### src/rtl/tick_gen_pkg.sv
// tick_gen_pkg: shared constants and helpers for the multi-channel tick generator.
//   CLK_HZ     - system clock frequency (clk_50mhz)
//   CNT_W_DEF  - default counter / divide-ratio width (reaches 1 Hz at 50 MHz)
//   DIV_100HZ  - divide ratio giving a 100 Hz square wave
//   DIV_1KHZ   - divide ratio giving a 1 kHz square wave
//   hz_to_div  - square-wave frequency to divide ratio (tick runs at 2*hz)
package tick_gen_pkg;

  localparam int CLK_HZ    = 50_000_000;
  localparam int CNT_W_DEF = 26;
  localparam int DIV_100HZ = 250_000;
  localparam int DIV_1KHZ  = 25_000;

  // sq_out toggles once per tick, so one square-wave period spans two ticks.
  function automatic int hz_to_div(input int hz);
    int div_v;
    if (hz <= 32'sd0) begin
      div_v = 32'sd0;
    end else begin
      div_v = CLK_HZ / (32'sd2 * hz);
    end
    return div_v;
  endfunction

endpackage

### src/rtl/multi_tick_gen_channel.sv
// tick_gen_channel: one divider channel of multi_tick_gen.
// Holds the counter, the active divide ratio, a shadow ratio with its pending
// flag, and the registered tick / square-wave outputs.
// Ports:
//   clk_50mhz, rst_50mhz - clock and asynchronous active-high reset
//   en                   - run enable (counter and sq_out hold when low)
//   sync_clr             - synchronous phase clear, applies a pending ratio
//   load_we              - accepted load targeting this channel
//   load_div             - ratio written into the shadow register
//   pending              - shadow ratio waiting to be applied
//   tick                 - one-cycle strobe per period
//   sq_out               - square wave toggling on every tick
// Build option: MULTI_TICK_GEN_SQ_EN builds the square-wave flop; without it
// sq_out is tied to 0.
module tick_gen_channel #(
  parameter int CNT_W    = 26,
  parameter int DIV_INIT = 25_000
) (
  input  logic             clk_50mhz,
  input  logic             rst_50mhz,
  input  logic             en,
  input  logic             sync_clr,
  input  logic             load_we,
  input  logic [CNT_W-1:0] load_div,
  output logic             pending,
  output logic             tick,
  output logic             sq_out
);

  localparam logic [CNT_W-1:0] ONE      = CNT_W'(1);
  localparam logic [CNT_W-1:0] ZERO     = CNT_W'(0);
  localparam logic [CNT_W-1:0] DIV_RST  = CNT_W'(DIV_INIT);

  logic [CNT_W-1:0] cnt_r;
  logic [CNT_W-1:0] div_r;
  logic [CNT_W-1:0] shadow_r;
  logic             pending_r;
  logic             tick_r;
  logic [CNT_W-1:0] eff_div_s;
  logic             wrap_s;

  // Effective ratio (0 behaves as 1) and wrap detect for the current cycle.
  always_comb begin
    eff_div_s = div_r;
    if (div_r == ZERO) begin
      eff_div_s = ONE;
    end else begin
      eff_div_s = div_r;
    end
    // >= keeps the counter bounded even if a disabled-apply shrank the ratio
    // below a held count.
    wrap_s = en && (cnt_r >= (eff_div_s - ONE));
  end

  // Counter and tick strobe; sync_clr outranks enable and wrap.
  always_ff @(posedge clk_50mhz or posedge rst_50mhz) begin
    if (rst_50mhz) begin
      cnt_r  <= ZERO;
      tick_r <= 1'b0;
    end else if (sync_clr) begin
      cnt_r  <= ZERO;
      tick_r <= 1'b0;
    end else if (!en) begin
      cnt_r  <= cnt_r;
      tick_r <= 1'b0;
    end else if (wrap_s) begin
      cnt_r  <= ZERO;
      tick_r <= 1'b1;
    end else begin
      cnt_r  <= cnt_r + ONE;
      tick_r <= 1'b0;
    end
  end

  // Shadow/active ratio: a pending ratio lands only at wrap, on sync_clr, or
  // while the channel is stopped, so a running period never gets cut short.
  always_ff @(posedge clk_50mhz or posedge rst_50mhz) begin
    if (rst_50mhz) begin
      div_r     <= DIV_RST;
      shadow_r  <= DIV_RST;
      pending_r <= 1'b0;
    end else if (load_we) begin
      // Loads are only accepted while nothing is pending, so this never
      // collides with an apply; a load in a wrap cycle waits for the next wrap.
      shadow_r  <= load_div;
      pending_r <= 1'b1;
    end else if (pending_r && (sync_clr || !en || wrap_s)) begin
      div_r     <= shadow_r;
      pending_r <= 1'b0;
    end else begin
      div_r     <= div_r;
      pending_r <= pending_r;
    end
  end

`ifdef MULTI_TICK_GEN_SQ_EN
  logic sq_r;

  // Square wave: toggles on each wrap, holds while disabled.
  always_ff @(posedge clk_50mhz or posedge rst_50mhz) begin
    if (rst_50mhz) begin
      sq_r <= 1'b0;
    end else if (sync_clr) begin
      sq_r <= 1'b0;
    end else if (wrap_s) begin
      sq_r <= ~sq_r;
    end else begin
      sq_r <= sq_r;
    end
  end

  assign sq_out = sq_r;
`else
  assign sq_out = 1'b0;
`endif

  assign pending = pending_r;
  assign tick    = tick_r;

endmodule

### src/rtl/multi_tick_gen.sv
// multi_tick_gen: NUM_CH independent programmable dividers from clk_50mhz.
// Each channel yields a one-cycle tick (clock enable) and a 50 % square wave.
// Ports:
//   clk_50mhz, rst_50mhz - 50 MHz clock, asynchronous active-high reset
//   ch_en      - per-channel run enable
//   sync_clr   - synchronous clear of every channel phase
//   load_valid / load_ready / load_ch / load_div - ratio reload handshake;
//                load_ready is combinational on load_ch, loads to a channel
//                index >= NUM_CH are accepted and dropped
//   tick       - per-channel one-cycle strobe
//   sq_out     - per-channel square wave
// Build option: define MULTI_TICK_GEN_SQ_EN to build the sq_out flops;
// otherwise sq_out is constant 0.
module multi_tick_gen
  import tick_gen_pkg::*;
#(
  parameter int NUM_CH    = 2,
  parameter int CNT_W     = CNT_W_DEF,
  parameter int DIV_INIT0 = DIV_100HZ,
  parameter int DIV_INIT1 = DIV_1KHZ
) (
  input  logic                                       clk_50mhz,
  input  logic                                       rst_50mhz,
  input  logic [NUM_CH-1:0]                          ch_en,
  input  logic                                       sync_clr,
  input  logic                                       load_valid,
  input  logic [((NUM_CH > 1) ? $clog2(NUM_CH) : 1)-1:0] load_ch,
  input  logic [CNT_W-1:0]                           load_div,
  output logic                                       load_ready,
  output logic [NUM_CH-1:0]                          tick,
  output logic [NUM_CH-1:0]                          sq_out
);

  localparam int LCH_W = (NUM_CH > 1) ? $clog2(NUM_CH) : 1;
  localparam int PAD_W = 1 << LCH_W;

  logic [NUM_CH-1:0] pending_s;
  logic [NUM_CH-1:0] load_we_s;
  logic [PAD_W-1:0]  pend_pad_s;
  logic              accept_s;

  // Ready reflects the addressed channel's pending flag; unused indices read
  // as never pending so out-of-range loads are accepted.
  always_comb begin
    pend_pad_s               = '0;
    pend_pad_s[NUM_CH-1:0]   = pending_s;
    if (pend_pad_s[load_ch]) begin
      load_ready = 1'b0;
    end else begin
      load_ready = 1'b1;
    end
    accept_s = load_valid && load_ready;
  end

  // Decode the accepted load into one write strobe per channel.
  always_comb begin
    load_we_s = '0;
    for (int i = 0; i < NUM_CH; i++) begin
      if (accept_s && (int'(load_ch) == i)) begin
        load_we_s[i] = 1'b1;
      end else begin
        load_we_s[i] = 1'b0;
      end
    end
  end

  for (genvar i = 0; i < NUM_CH; i++) begin : g_ch
    tick_gen_channel #(
      .CNT_W    (CNT_W),
      .DIV_INIT ((i == 0) ? DIV_INIT0 : DIV_INIT1)
    ) u_ch (
      .clk_50mhz (clk_50mhz),
      .rst_50mhz (rst_50mhz),
      .en        (ch_en[i]),
      .sync_clr  (sync_clr),
      .load_we   (load_we_s[i]),
      .load_div  (load_div),
      .pending   (pending_s[i]),
      .tick      (tick[i]),
      .sq_out    (sq_out[i])
    );
  end

endmodule

### config.mk
export PLATFORM = sky130hd
export DESIGN_NAME = multi_tick_gen
export DESIGN_NICKNAME = d
export VERILOG_FILES = /design/src/rtl/tick_gen_pkg.sv /design/src/rtl/multi_tick_gen_channel.sv /design/src/rtl/multi_tick_gen.sv
export SDC_FILE = /design/constraint.sdc
export NUM_CORES = 1
export LEC_CHECK = 0
export CAP_MARGIN = 40
export CELL_PAD_IN_SITES_DETAIL_PLACEMENT = 0
export CELL_PAD_IN_SITES_GLOBAL_PLACEMENT = 1
export CORE_AREA = 3 3 142 144
export CTS_CLUSTER_SIZE = 28
export DETAILED_ROUTE_END_ITERATION = 8
export DIE_AREA = 0 0 145 147
export PLACE_DENSITY = 0.8
export SLEW_MARGIN = 25
export SYNTH_ARGS = -nofsm -noshare
export SYNTH_HDL_FRONTEND = slang
export SYNTH_SLANG_ARGS = --single-unit
### constraint.sdc
create_clock -name clk_50mhz -period 7.32 [get_ports clk_50mhz]
set_clock_uncertainty 0.2 [all_clocks]
set_input_delay 2.196 -clock clk_50mhz [delete_from_list [all_inputs] [get_ports clk_50mhz]]
set_output_delay 2.196 -clock clk_50mhz [all_outputs]
set_load 0.005 [all_outputs]
* Yosys cells after proc, flatten, opt, wreduce, memory -nomap -nowiden
Index checks and enable logic that the tools add are counted. W data, S select, Z words.
Word-level totals: logic and storage cells 64, input bits 33, bits in registers 160, output and inout port bits 5
Operators by class: reduce and logical (&&, ||, !) cells 21, add/subtract/negate cells 4, bitwise logic cells 3, magnitude comparators 3, multiplexer cells 23
Operators with widths (count):
- $mux W26 | 8
- $add A26 B1 Y26 const B | 2
- $ge A26 B26 Y1 | 2
- $logic_not A26 Y1 | 2
- $sub A26 B1 Y26 const B | 2
- $mux W1 | 15
- $reduce_bool A2 Y1 | 4
- $logic_and A1 B1 Y1 | 7
- $logic_or A1 B1 Y1 | 4
- $reduce_and A2 Y1 | 2
- $not A1 Y1 | 3
- $logic_not A1 Y1 | 2
- $lt A1 B2 Y1 const B | 1

* Logic depth before layout (Yosys ltp)
Gate-level depths: netlist of the first run.
depth in word-level cells 9, gate-level depth with buffers 20, depth with buffers taken out 18

* By module
From an unflattened synthesis of the first run, not the netlist that was laid out.
Unflattened totals: cells, all modules 937, area total of the unflattened synthesis 9580.4 um^2
By module, submodules not included:
- tick_gen_channel at g_ch[0].u_ch | area each 4802.1 um^2, cells an instance 467, seq. area each 2019.4 um^2, times used 1
- tick_gen_channel at g_ch[1].u_ch | area each 4752.1 um^2, cells an instance 467, seq. area each 2016.9 um^2, times used 1
- multi_tick_gen | area each 26.3 um^2, cells an instance 3, seq. area each 0.0 um^2, times used 1

* Worst setup path before layout of the first run
No wires, ideal clock.
path kind input to output, start in load_ch, end out load_ready, path buffers 0, required time 4.924 ns, cell stages on the path 1, path slack 2.544 ns, arrival 2.380 ns, cell sequence mux2i_1
Between the ends: word-level cells in the longest chain between the ends 3
RTL lines:
- start, declared | RTL line multi_tick_gen.sv:27 | input logic [((NUM_CH > 1) ? $clog2(NUM_CH) : 1)-1:0] load_ch,
- $mux W1 (implied by the code) (2 in a row) | RTL line multi_tick_gen.sv:47 | if (pend_pad_s[load_ch]) begin
- $mux W1 | RTL line multi_tick_gen.sv:47
- end, declared | RTL line multi_tick_gen.sv:29 | output logic load_ready,
No other way between the ends. The select of a mux whose other input is x is not followed.

* Worst setup path in the final report of the first run
Ends and elaborated chain as after synthesis.

==> impl_metrics.csv, run 1 <==
group,metric,value,unit
sta,fmax,171,MHz
status,status,"completed",
cts,htreeDepth,4,
hold_path,min_from,"g_ch[0].u_ch.shadow_r[5]",
cells_and_area,multi_input_area,0.00512,mm²
synth,yosysUniqueCellTypes,77,
cells_and_area,n_fill_cell,1620,
cts,post_cts_buffers,0,
placement,dp_hpwl,14400,µm
routing,dr.pass1.iters,5,
sta,fin_ws,1.47,ns
cells_and_area,drive_gt1_share,22.9,%
cts,root_buffer,"clkbuf_16",
global_routing,grt_pass1_vias,6445,
cts,cts_sinks,160,
cells_and_area,final_util,56.5,%
critical_path,startpoint_type,"primary input",
critical_path,required,4.92,ns
routing,detail_route.wl_per_cell,17.2,µm
placement,dp_cells,1131,
cells_and_area,final_cell_area,0.0106,mm²
cells_and_area,seq_area,0.00404,mm²
die,chipHeight,147,µm
critical_path,critical_path_arrival,3.45,ns
routing,viasPerCell,5.68,
placement,port_buffers,35,
die,die_area,0.0213,mm²
routing,detail-route-antenna-nets,0,
pwr,leakagePower,4.47,nW
placement,dp_slack,1.47,ns
placement,dpl_cell_area,0.00997,mm²
routing,drt_iter0_markers,359,
global_routing,antenna_found_initial,1,
routing,route.detailed.drc,0,
global_routing,grt_use_total,19.6,%
sta,hold_viol,0,
synth,synthTopCellsByArea,"dfrtp_1 (36%), mux2_2 (7.7%), ha_1 (7.5%)",
cts,cts_resized,0,
die,io_pins,38,
synth,yosys.area.top_type_share,35.7,%
synth,ys_top_cells_by_count,"dfrtp_1 (134), nand2_1 (74), mux2_2 (64)",
cts,cts_max_path_buffers,2,
critical_path,crit_start,"load_ch",
die,coreArea,0.0188,mm²
sta,worst_pin_slew,0.760,ns
cts,cts_tree,"yes",
cells_and_area,area_growth,13.3,%
sta,setup_viol,0,
synth,ys_ff_latch,160,
synth,ys_seq_area_share,42.9,%
pwr,ir_drop,0.000191,V
die,rows,50,
critical_path,crit_slowest_cell,"clkdlybuf4s50_1",
cts,numCtsBuffers,17,
cts,clk_latency,0.44,ns
critical_path,reg2reg_from,"g_ch[1].u_ch.div_r[9]",
pwr,powerDensity,278,mW/mm²
critical_path,worstPathMaxFanout,3,
sta,rsz0062_at_grt,"no",
flow_run,maxCapViolations,0,
die,die_x,145,µm
synth,syn_inst,858,
routing,vias,6619,
critical_path,end_kind,"primary output",
sta,slew_violations,0,
critical_path,max_stage_delay,0.53,ns
global_routing,grt-ovfl-total,0,
synth,synth_top_area_cell,"dfrtp_1",
synth,syn_avg_cell_area,11.0,µm²
cells_and_area,fin_cells,1166,
sta,hold_slack,0.308,ns
routing,routed_wl,20000,µm
cts,cts.hold.buffers_added,0,
cells_and_area,nNetsFinal,981,
critical_path,cpMostUsedCell,"clkdlybuf4s50_1",
sta,period_needed,5.85,ns
sta,fin_tns_setup,0,ns
hold_path,hold_path_class,"reg -> reg",
sta,finalCritPeriodShare,79.9,%
placement,gp_congestion,0.830,
pwr,finalPower,2.96,mW
sta,slew_headroom,49.1,%
global_routing,grt_max_degree,63,
synth,synth.most_common_cell,"dfrtp_1",
synth,synth-warning-count,0,
cts,clk_pin_slew_worst_paths,0.06,ns
die,start_util,49.9,%
synth,syn_area,0.00940,mm²
critical_path,critical_path_class,"in -> out",
critical_path,path_cells,"clkdlybuf4s50_1, mux2i_1, clkdlybuf4s50_1",
synth,synth_flop_cell,"dfrtp_1",
synth,synth_edf_count,0,
global_routing,grt_pass1_wl,33800,µm
synth,ys_async_sr_fraction,100,%
-- power by group --
part           total (mW)  leakage, nW  switching, mW  internal (mW)
sequential           1.30         1.97          0.210           1.09
clock               0.979        0.306          0.365          0.614
combinational       0.681         2.19          0.293          0.388
-- worst paths after layout --
path | to | slack (ns) | cells after the start
setup / recovery | load_ready | 1.47 | 3
hold / removal | g_ch[0].u_ch.shadow_r[5] | 0.31 | 1
setup reg to reg | g_ch[1].u_ch.div_r[6] | 1.53 | 19
hold reg to reg | g_ch[0].u_ch.shadow_r[5] | 0.31 | 1
max in group asynchronous | g_ch[1].u_ch.shadow_r[1] | 3.80 | 3
min in group asynchronous | g_ch[0].u_ch.cnt_r[1] | 2.00 | 2
-- cell families after synthesis --
kind of cell	synth area share (%)
other	0.0399
xor gates and xnor gates	4.57
AOI/OAI and AO/OA	9.90
and+or+nand+nor	18.2
DFF	42.9
buffers and inverters	2.70
adders and majority gates	7.45
muxes	14.2
-- final cells by class --
cell class                      instances  area share, %
Sequential cell                       160           37.9
Timing Repair Buffer                   47           4.39
Inverter                               10          0.400
Clock buffer                           19           4.16
Tap cell                              260           3.06
Clock inverter                         13           1.95
Multi-Input combinational cell        656           48.1
Antenna cell                            1         0.0235
-- cells in the final DEF (no fill, tap or decap), types with 26 or more instances in the layout --
cell type          n
mux2_4            39
nor2_1            46
nand3_1           31
dfrtp_1          134
mux2_2            64
dfstp_2           26
clkdlybuf4s50_1   35
ha_1              56
nand2_1           74
a21oi_1           41
nor3_1            28
xnor2_1           26
-- critical path: cells and delay by family --
kind	cells	cell delay, ns
buf+inv	2	1.05
mux	1	0.20
-- per-layer routing --
metal  GRT usage (%)  vias to the layer above  part of all wire (%)
met3            3.98                       15                   3.2
met1            29.0                     3275                    51
met4            5.65                        0                   1.1
met2            29.2                      100                    44
li1                -                     3229                     -
met5               0                        -                     0
-- state kept, by name (all words and copies together), names as in the netlist --
register / count
g_ch.u_ch.cnt_r: 52
g_ch.u_ch.div_r: 52
g_ch.u_ch.pending: 2
g_ch.u_ch.shadow_r: 52
g_ch.u_ch.tick: 2
Power figures use the tool's default switching activity.
==> run 2: changes to the inputs <==
- CORE_AREA: 3 3 142 144 -> 3 3 149 151
- DIE_AREA: 0 0 145 147 -> 0 0 152 154
- PLACE_DENSITY: 0.8 -> 0.76
- clock period: 7.32 -> 5.3 ns (I/O delays scaled with it)
==> impl_metrics.csv, run 2 (synthesis gave the netlist of run 1 again) <==
group,metric,value,unit
placement,dp_hpwl,14600,µm
sta,period_needed,5.07,ns
die,start_util,44.9,%
flow_run,maxCapViolations,0,
cells_and_area,antenna_cells,0,
die,io_pins,38,
routing,vias,6683,
global_routing,grt_use_total,18.2,%
cells_and_area,area_growth,14.0,%
critical_path,end_kind,"flip-flop",
hold_path,hold_path_class,"reg -> reg",
critical_path,startpoint_type,"flip-flop",
cells_and_area,n_fill_cell,1915,
sta,hold_viol,0,
routing,detail_route.wl_per_cell,17.7,µm
die,coreArea,0.0210,mm²
cts,cts_tree,"yes",
cts,cts.hold.buffers_added,0,
pwr,powerDensity,371,mW/mm²
placement,dp_cells,1152,
critical_path,critical_path_arrival,5.18,ns
critical_path,critical_path_class,"reg -> reg",
pwr,pwr-share-clk,30.0,%
sta,fin_tns_setup,0,ns
pwr,finalPower,3.97,mW
pwr,internal-power,2.73,mW
routing,viasPerCell,5.63,
sta,worst_pin_slew,0.759,ns
cells_and_area,final_util,51.1,%
global_routing,grt_pass1_wl,35100,µm
sta,fin_ws,0.230,ns
pwr,p_switching,1.24,mW
die,rows,53,
die,die_area,0.0234,mm²
cts,numCtsBuffers,17,
cells_and_area,final_cell_area,0.0107,mm²
sta,finalCritPeriodShare,95.7,%
pwr,leakagePower,4.46,nW
pwr,ir_drop,0.000232,V
cells_and_area,fin_cells,1187,
cts,cts_sinks,160,
sta,slew_violations,0,
routing,routed_wl,21000,µm
pwr,combPwrFrac,24.4,%
die,die_x,152,µm
cells_and_area,drive_gt1_share,24.2,%
cells_and_area,mostFrequentLayoutCell,"dfrtp_1",
sta,setup_viol,0,
pwr,p_seq_share,45.6,%
sta,hold_slack,0.300,ns
critical_path,worstPathMaxFanout,13,
routing,detail-route-antenna-nets,0,
critical_path,required,5.41,ns
cts,root_buffer,"clkbuf_16",
placement,gp_congestion,0.800,
placement,dpl_cell_area,0.0100,mm²
status,status,"completed",
placement,dp_slack,-0.0511,ns
global_routing,antenna_found_initial,0,
routing,drt_iter0_markers,416,
cts,cts_max_path_buffers,2,
global_routing,grt_max_degree,129,
pwr,p_sw_share,31.3,%
cells_and_area,final_cell_mix,"dfrtp_1 (132), nand2_1 (74), mux2_2 (64)",
sta,slew_headroom,49.2,%
cells_and_area,nNetsFinal,989,
cts,clk_pin_slew_worst_paths,0.07,ns
cts,clk_latency,0.42,ns
die,chipHeight,154,µm
routing,route.detailed.drc,0,
sta,fmax,197,MHz
cts,htreeDepth,4,
global_routing,grt_pass1_vias,6627,
cells_and_area,reg.largest.list,"g_ch.u_ch.cnt_r (52), g_ch.u_ch.div_r (52), g_ch.u_ch.shadow_r (52)",
global_routing,grt-ovfl-total,0,
placement,port_buffers,35,
routing,dr.pass1.iters,7,
-- run 2: power groups by stage --
stage	sequential (mW)	clock, mW	combinational [mW]
CTS	1.80	1.22	0.968
detailed placement	1.82	0	0.957
global route	1.85	1.27	1.09
finish	1.81	1.19	0.968
global placement	1.81	0	0.939
floorplan	1.72	0	0.783
-- run 2: worst max-delay path: stages, from the launching register on --
cell,delay (ns)
dfrtp_2,0.46
or4_4,0.59
nor4_4,0.37
nand2_1,0.11
nor3_2,0.22
nor2_1,0.10
ha_1,0.24
nand4b_1,0.22
or3_4,0.21
nor2_1,0.06
xnor2_1,0.12
ha_1,0.28
nand2_1,0.10
nor4_4,0.37
nand4_1,0.23
a31oi_4,0.29
or3_4,0.27
nand2_8,0.15
mux2_4,0.35
-- run 2: layout make-up --
type	instances	area [µm²]	area share (%)
Clock buffer	20	457	4.26
Clock inverter	11	109	1.02
Multi-Input combinational cell	657	5200	48.6
Tap cell	275	344	3.21
Inverter	10	41.3	0.385
Timing Repair Buffer	54	522	4.87
Sequential cell	160	4040	37.7
-- run 2: routing by layer --
metal	vias to the layer above	global-route usage [%]	part of all wire, %
li1	3247	-	-
met1	3316	27.4	52
met2	101	27.3	44
met3	19	2.84	3.0
met4	0	5.31	1.6
met5	-	0	0
-- run 2: final timing paths --
kind                                           to  slack (ns)                      start  cells past startpoint
setup / recovery           g_ch[0].u_ch.div_r[19]        0.23     g_ch[0].u_ch.div_r[19]                     18
hold / removal             g_ch[1].u_ch.div_r[11]        0.30  g_ch[1].u_ch.shadow_r[11]                      1
setup reg to reg           g_ch[0].u_ch.div_r[19]        0.23     g_ch[0].u_ch.div_r[19]                     18
hold reg to reg            g_ch[1].u_ch.div_r[11]        0.30  g_ch[1].u_ch.shadow_r[11]                      1
max in group asynchronous  g_ch[0].u_ch.div_r[18]        2.84                  rst_50mhz                      3
min in group asynchronous   g_ch[0].u_ch.cnt_r[0]        1.47                  rst_50mhz                      3
-- run 2: repair_timing --
item | in CTS | in global routing
endpoints found under the setup margin | 28 | 69
resized for setup | 1 | 12
pin swaps | 0 | 4
gates cloned | 0 | 1
setup buffers | 0 | 3
==> RTL edit 1, RTL diff (settings of run 1) <==
Change the parameter `NUM_CH` from 2 to 1.
--- a/src/rtl/multi_tick_gen.sv
+++ b/src/rtl/multi_tick_gen.sv
@@ -15,5 +15,5 @@
   import tick_gen_pkg::*;
 #(
-  parameter int NUM_CH    = 2,
+  parameter int NUM_CH    = 1,
   parameter int CNT_W     = CNT_W_DEF,
   parameter int DIV_INIT0 = DIV_100HZ,
Ports: changed (resized ch_en, sq_out and tick); port bits go from 38 to 35. No check against the original RTL was run, so the function may have changed too.
==> RTL edit 1 against run 1 <==
- core utilization down 25 points
- worst setup slack better by 150 ps
- cell count down 33%
- largest cell class unchanged
- critical path type unchanged
- sequential cell count down 80
- synthesized area down 48%
- power down 51%
- routed wire length down 47%
- clock power down 49%
- cell area down 45%
==> RTL edit 1: results (changes against run 1) <==
[timing]
worst_pin_slew_ps=711.4  ; was 760.0 ps

[clocking]
clk-insertion-delay-late_ps=340  ; was 440 ps
htreeDepth=3  ; was 4
cts_root_buf=clkbuf_16  ; unchanged
cts-resized-gates=0  ; unchanged
cts_buffers=9  ; was 17

[setup_path]
cp.arrival_ps=3300  ; was 3450 ps
reg2regPathDepth=20  ; was 19
r2r_slack_ps=1790  ; was 1530 ps
cp_max_fo=2  ; was 3
critPathMaxStageDelay_ps=500  ; was 530 ps
r2r-end=g_ch[0].u_ch.cnt_r[9]  ; was g_ch[1].u_ch.div_r[6]
r2r-start=g_ch[0].u_ch.div_r[16]  ; was g_ch[1].u_ch.div_r[9]

[global_route]
track_usage=0.1024  ; was 0.1958
grt_pass1_vias=3662  ; was 6445
grt_start_max_net_pins=52  ; was 63
grt_pass1_wl_microns=18310  ; was 33820 microns
antenna_found_initial=0  ; was 1

[placement]
placed_area_sq_um=5578  ; was 9972 sq um
dp_cells=764  ; was 1131
gp_congestion=0.7711  ; was 0.8300
portBuffers=33  ; was 35
dp_hpwl_microns=7593  ; was 14420 microns

[yosys]
synthTopCellsByCount=dfrtp_1, mux2_2, nand2_1  ; was dfrtp_1, nand2_1, mux2_2
synthTopCellsByArea=dfrtp_1, mux2_2, dfstp_2, ha_1, nand4_1  ; was dfrtp_1, mux2_2, ha_1, dfstp_2, mux2_4
ys_types=62  ; was 77
synth.avg_cell_area_sq_um=10.16  ; was 10.95 sq um
ys_seq_area_frac=0.4099  ; was 0.4294

[layout]
layout-drive-gt1-share=0.2173  ; was 0.2287
fin_cells=780  ; was 1166
nets=575  ; was 981
n_fill_cell=1943  ; was 1620
top_regs=g_ch.u_ch.cnt_r x26, g_ch.u_ch.div_r x26, g_ch.u_ch.shadow_r x26  ; was g_ch.u_ch.cnt_r x52, g_ch.u_ch.div_r x52, g_ch.u_ch.shadow_r x52
n_antenna_cell=0  ; was 1

[run_status]
status=completed  ; unchanged

[power]
leakagePower_nw=2.252  ; was 4.471 nW
power_density_nw_per_um2=246.7  ; was 278.4 nW/um^2
max-vdd-ir-drop_v=0.0001655  ; was 0.0001906 V

[detailed_routing]
vias=3809  ; was 6619
routed_wl_microns=10680  ; was 20020 microns
drtIter0Drc=137  ; was 359

==> RTL edit 1: cell types whose count changed in the layout (fill, tap and decap cells not counted), moves of 16 or more <==
cell,run 1,this run
a21oi_1,41,19
dfrtp_1,134,66
ha_1,56,28
mux2_4,39,0
nand2_1,74,45
nand3_1,31,14
nor2_1,46,27
o21ai_0,25,5
xor2_1,23,7
==> RTL edit 1: worst min path at each step <==
| stage | start | to | slack [ps] | cells past startpoint |
|---|---|---|---|---|
| floorplan | g_ch[0].u_ch.shadow_r[20] | g_ch[0].u_ch.div_r[20] | 280 | 1 |
| global placement | g_ch[0].u_ch.shadow_r[2] | g_ch[0].u_ch.div_r[2] | 280 | 1 |
| detailed placement | g_ch[0].u_ch.shadow_r[2] | g_ch[0].u_ch.div_r[2] | 290 | 1 |
| CTS | g_ch[0].u_ch.shadow_r[2] | g_ch[0].u_ch.div_r[2] | 310 | 1 |
| global route | g_ch[0].u_ch.shadow_r[2] | g_ch[0].u_ch.shadow_r[2] | 320 | 1 |
| finish | g_ch[0].u_ch.shadow_r[2] | g_ch[0].u_ch.div_r[2] | 300 | 1 |
==> RTL edit 1: final cells by class <==
| class | instances | area share |
|---|---|---|
| Clock buffer | 9 | 0.03813 |
| Multi-Input combinational cell | 369 | 0.4681 |
| Sequential cell | 80 | 0.3419 |
| Clock inverter | 7 | 0.01758 |
| Tap cell | 260 | 0.05507 |
| Timing Repair Buffer | 42 | 0.07075 |
| Inverter | 13 | 0.008473 |
==> RTL edit 1: metrics by stage <==
| stage | hold slack, ps | worst slack [ps] | power, mW |
|---|---|---|---|
| after global routing | 319.2 | 1308 | 1.548 |
| after CTS | 307.1 | 1607 | 1.477 |
| after detailed placement | 291.7 | 1606 | 0.9732 |
| after floorplan | 276.6 | 2559 | 0.8799 |
| after global placement | 284.0 | 1627 | 0.9582 |
| final | 300.9 | 1624 | 1.457 |
==> RTL edit 1: cell families (layout without fill, tap and decap cells) <==
group                      after synthesis  after routing  share of synthesized area
DFF                                     80             80                     0.4099
AOI/OAI and AO/OA                       70             70                     0.1011
muxes                                   53             53                     0.1209
xor gates and xnor gates                19             19                    0.03377
adders and majority gates               28             28                    0.07110
and+or+nand+nor                        198            198                     0.2326
buffers and inverters                   36             71                    0.02996
other                                    1              1                  0.0007611
==> RTL edit 1: critical path, delay by kind of cell <==
family / cells / cell delay (ps)
buffers and inverters: 2 / 990
AND/OR/NAND/NOR: 1 / 110
==> RTL edit 1: power by group <==
group | internal (mW) | switching, mW
registers | 0.549 | 0.100
logic | 0.178 | 0.135
clock network | 0.303 | 0.193
==> RTL edit 1: layer usage <==
layer  part of all wire  vias up  global-route usage
met5                  0        -                   0
met4              0.012        0             0.03135
met3              0.031       12             0.01666
met2               0.46       60              0.1603
met1               0.50     1853              0.1457
li1                   -     1884                   -
==> RTL edit 2, RTL diff (settings of run 1) <==
Without the edit above. Register the input `load_div` before use, without a reset. The logic sees it one clock later. The other inputs are not delayed to match.
--- a/src/rtl/multi_tick_gen.sv
+++ b/src/rtl/multi_tick_gen.sv
@@ -34,4 +34,10 @@
   localparam int LCH_W = (NUM_CH > 1) ? $clog2(NUM_CH) : 1;
   localparam int PAD_W = 1 << LCH_W;
+
+  logic [CNT_W-1:0] load_div_q;
+
+  always_ff @(posedge clk_50mhz) begin
+    load_div_q <= load_div;
+  end
 
   logic [NUM_CH-1:0] pending_s;
@@ -75,5 +81,5 @@
       .sync_clr  (sync_clr),
       .load_we   (load_we_s[i]),
-      .load_div  (load_div),
+      .load_div  (load_div_q),
       .pending   (pending_s[i]),
       .tick      (tick[i]),
Check against the original RTL: not equivalent (a bounded check fails within 4 cycles, from zero or initial values and one cycle with rst_50mhz high).
==> RTL edit 2 against run 1 <==
- synthesized cell count rose by 2.6%
- register-to-register slack lost 340 ps
- clock power down 8.0%
- routed wire length up 5.1%
- worst setup slack worse by 280 ps
- synthesized area increased by 2.8%
- global-route usage up 0.83 points
- critical path depth is 16 higher
- cell area rose by 2.1%
- via count increased by 3.8%
- power is 1.4% lower
- sequential cell count up 26
- worst hold slack worse by 24 ps
- largest cell class unchanged
- largest power group unchanged
==> RTL edit 2: results (changes against run 1) <==
[setup_path]
critPathMaxStageDelay_ps=680  ; was 530 ps
setup.worst_path.start=g_ch[1].u_ch.div_r[8]  ; was load_ch

[placement]
dp_hpwl_microns=14970  ; was 14420 microns
dp_worst_setup_slack_ps=1297  ; was 1475 ps
dp_cells=1150  ; was 1131
placed_area_sq_um=10260  ; was 9972 sq um

[global_route]
track_usage=0.2041  ; was 0.1958
grt_pass1_wl_microns=35370  ; was 33820 microns
use_met3=0.04133  ; was 0.03979
antenna_found_initial=0  ; was 1

[timing]
slew-limit-headroom=0.4651  ; was 0.4915

[yosys]
synthTopCellsByArea=dfrtp_1, mux2_2, ha_1, dfstp_2, dfxtp_1  ; was dfrtp_1, mux2_2, ha_1, dfstp_2, mux2_4
synth_cells=880  ; was 858
ys_types=64  ; was 77
async_reset_ff_frac=0.8602  ; was 1.000

[detailed_routing]
drt-met1-wl_microns=10330  ; was 10260 microns
drtPass1Iterations=4  ; was 5
vias=6870  ; was 6619
routed_wl_microns=21030  ; was 20020 microns
wl_per_cell_microns=17.76  ; was 17.17 microns
drtIter0Drc=420  ; was 359

[run_status]
status=completed  ; unchanged

[layout]
final_cell_area_sq_um=10870  ; was 10650 sq um
nets=1000  ; was 981

[power]
max-vdd-ir-drop_v=0.0001944  ; was 0.0001906 V
p_int_mw=2.032  ; was 2.096 mW

==> RTL edit 2: final cells by class <==
class                           instances  share of cell area
Clock buffer                           18             0.03949
Multi-Input combinational cell        644              0.4505
Clock inverter                         14             0.01244
Inverter                               16            0.006218
Sequential cell                       186              0.4193
Tap cell                              260             0.02994
Timing Repair Buffer                   46             0.04203
==> RTL edit 2: power groups by stage <==
| stage | registers, mW | clock network, mW | logic (mW) |
|---|---|---|---|
| finish | 1.43 | 0.901 | 0.597 |
| global route | 1.46 | 0.963 | 0.674 |
| CTS | 1.43 | 0.915 | 0.602 |
| detailed placement | 1.44 | 0 | 0.595 |
| global placement | 1.43 | 0 | 0.571 |
| floorplan | 1.38 | 0 | 0.476 |
==> RTL edit 2: kinds of logic (layout without fill, tap and decap cells) <==
group | count (synthesis) | after routing | synth area share
buffers and inverters | 51 | 94 | 0.02343
other | 1 | 2 | 0.0003880
and+or+nand+nor | 293 | 293 | 0.1675
DFF | 186 | 186 | 0.4715
xor gates and xnor gates | 49 | 49 | 0.04440
adders and majority gates | 56 | 56 | 0.07249
AOI/OAI and AO/OA | 137 | 137 | 0.09605
muxes | 107 | 107 | 0.1243
==> RTL edit 2: path summary, 6_finish.rpt <==
check / slack [ps] / end
setup reg to reg: 1190 / g_ch[1].u_ch.cnt_r[8]
setup / recovery: 1190 / g_ch[1].u_ch.cnt_r[8]
min in group asynchronous: 1980 / g_ch[1].u_ch.shadow_r[11]
max in group asynchronous: 4000 / g_ch[0].u_ch.div_r[16]
hold / removal: 280 / g_ch[1].u_ch.div_r[16]
hold reg to reg: 280 / g_ch[1].u_ch.div_r[16]
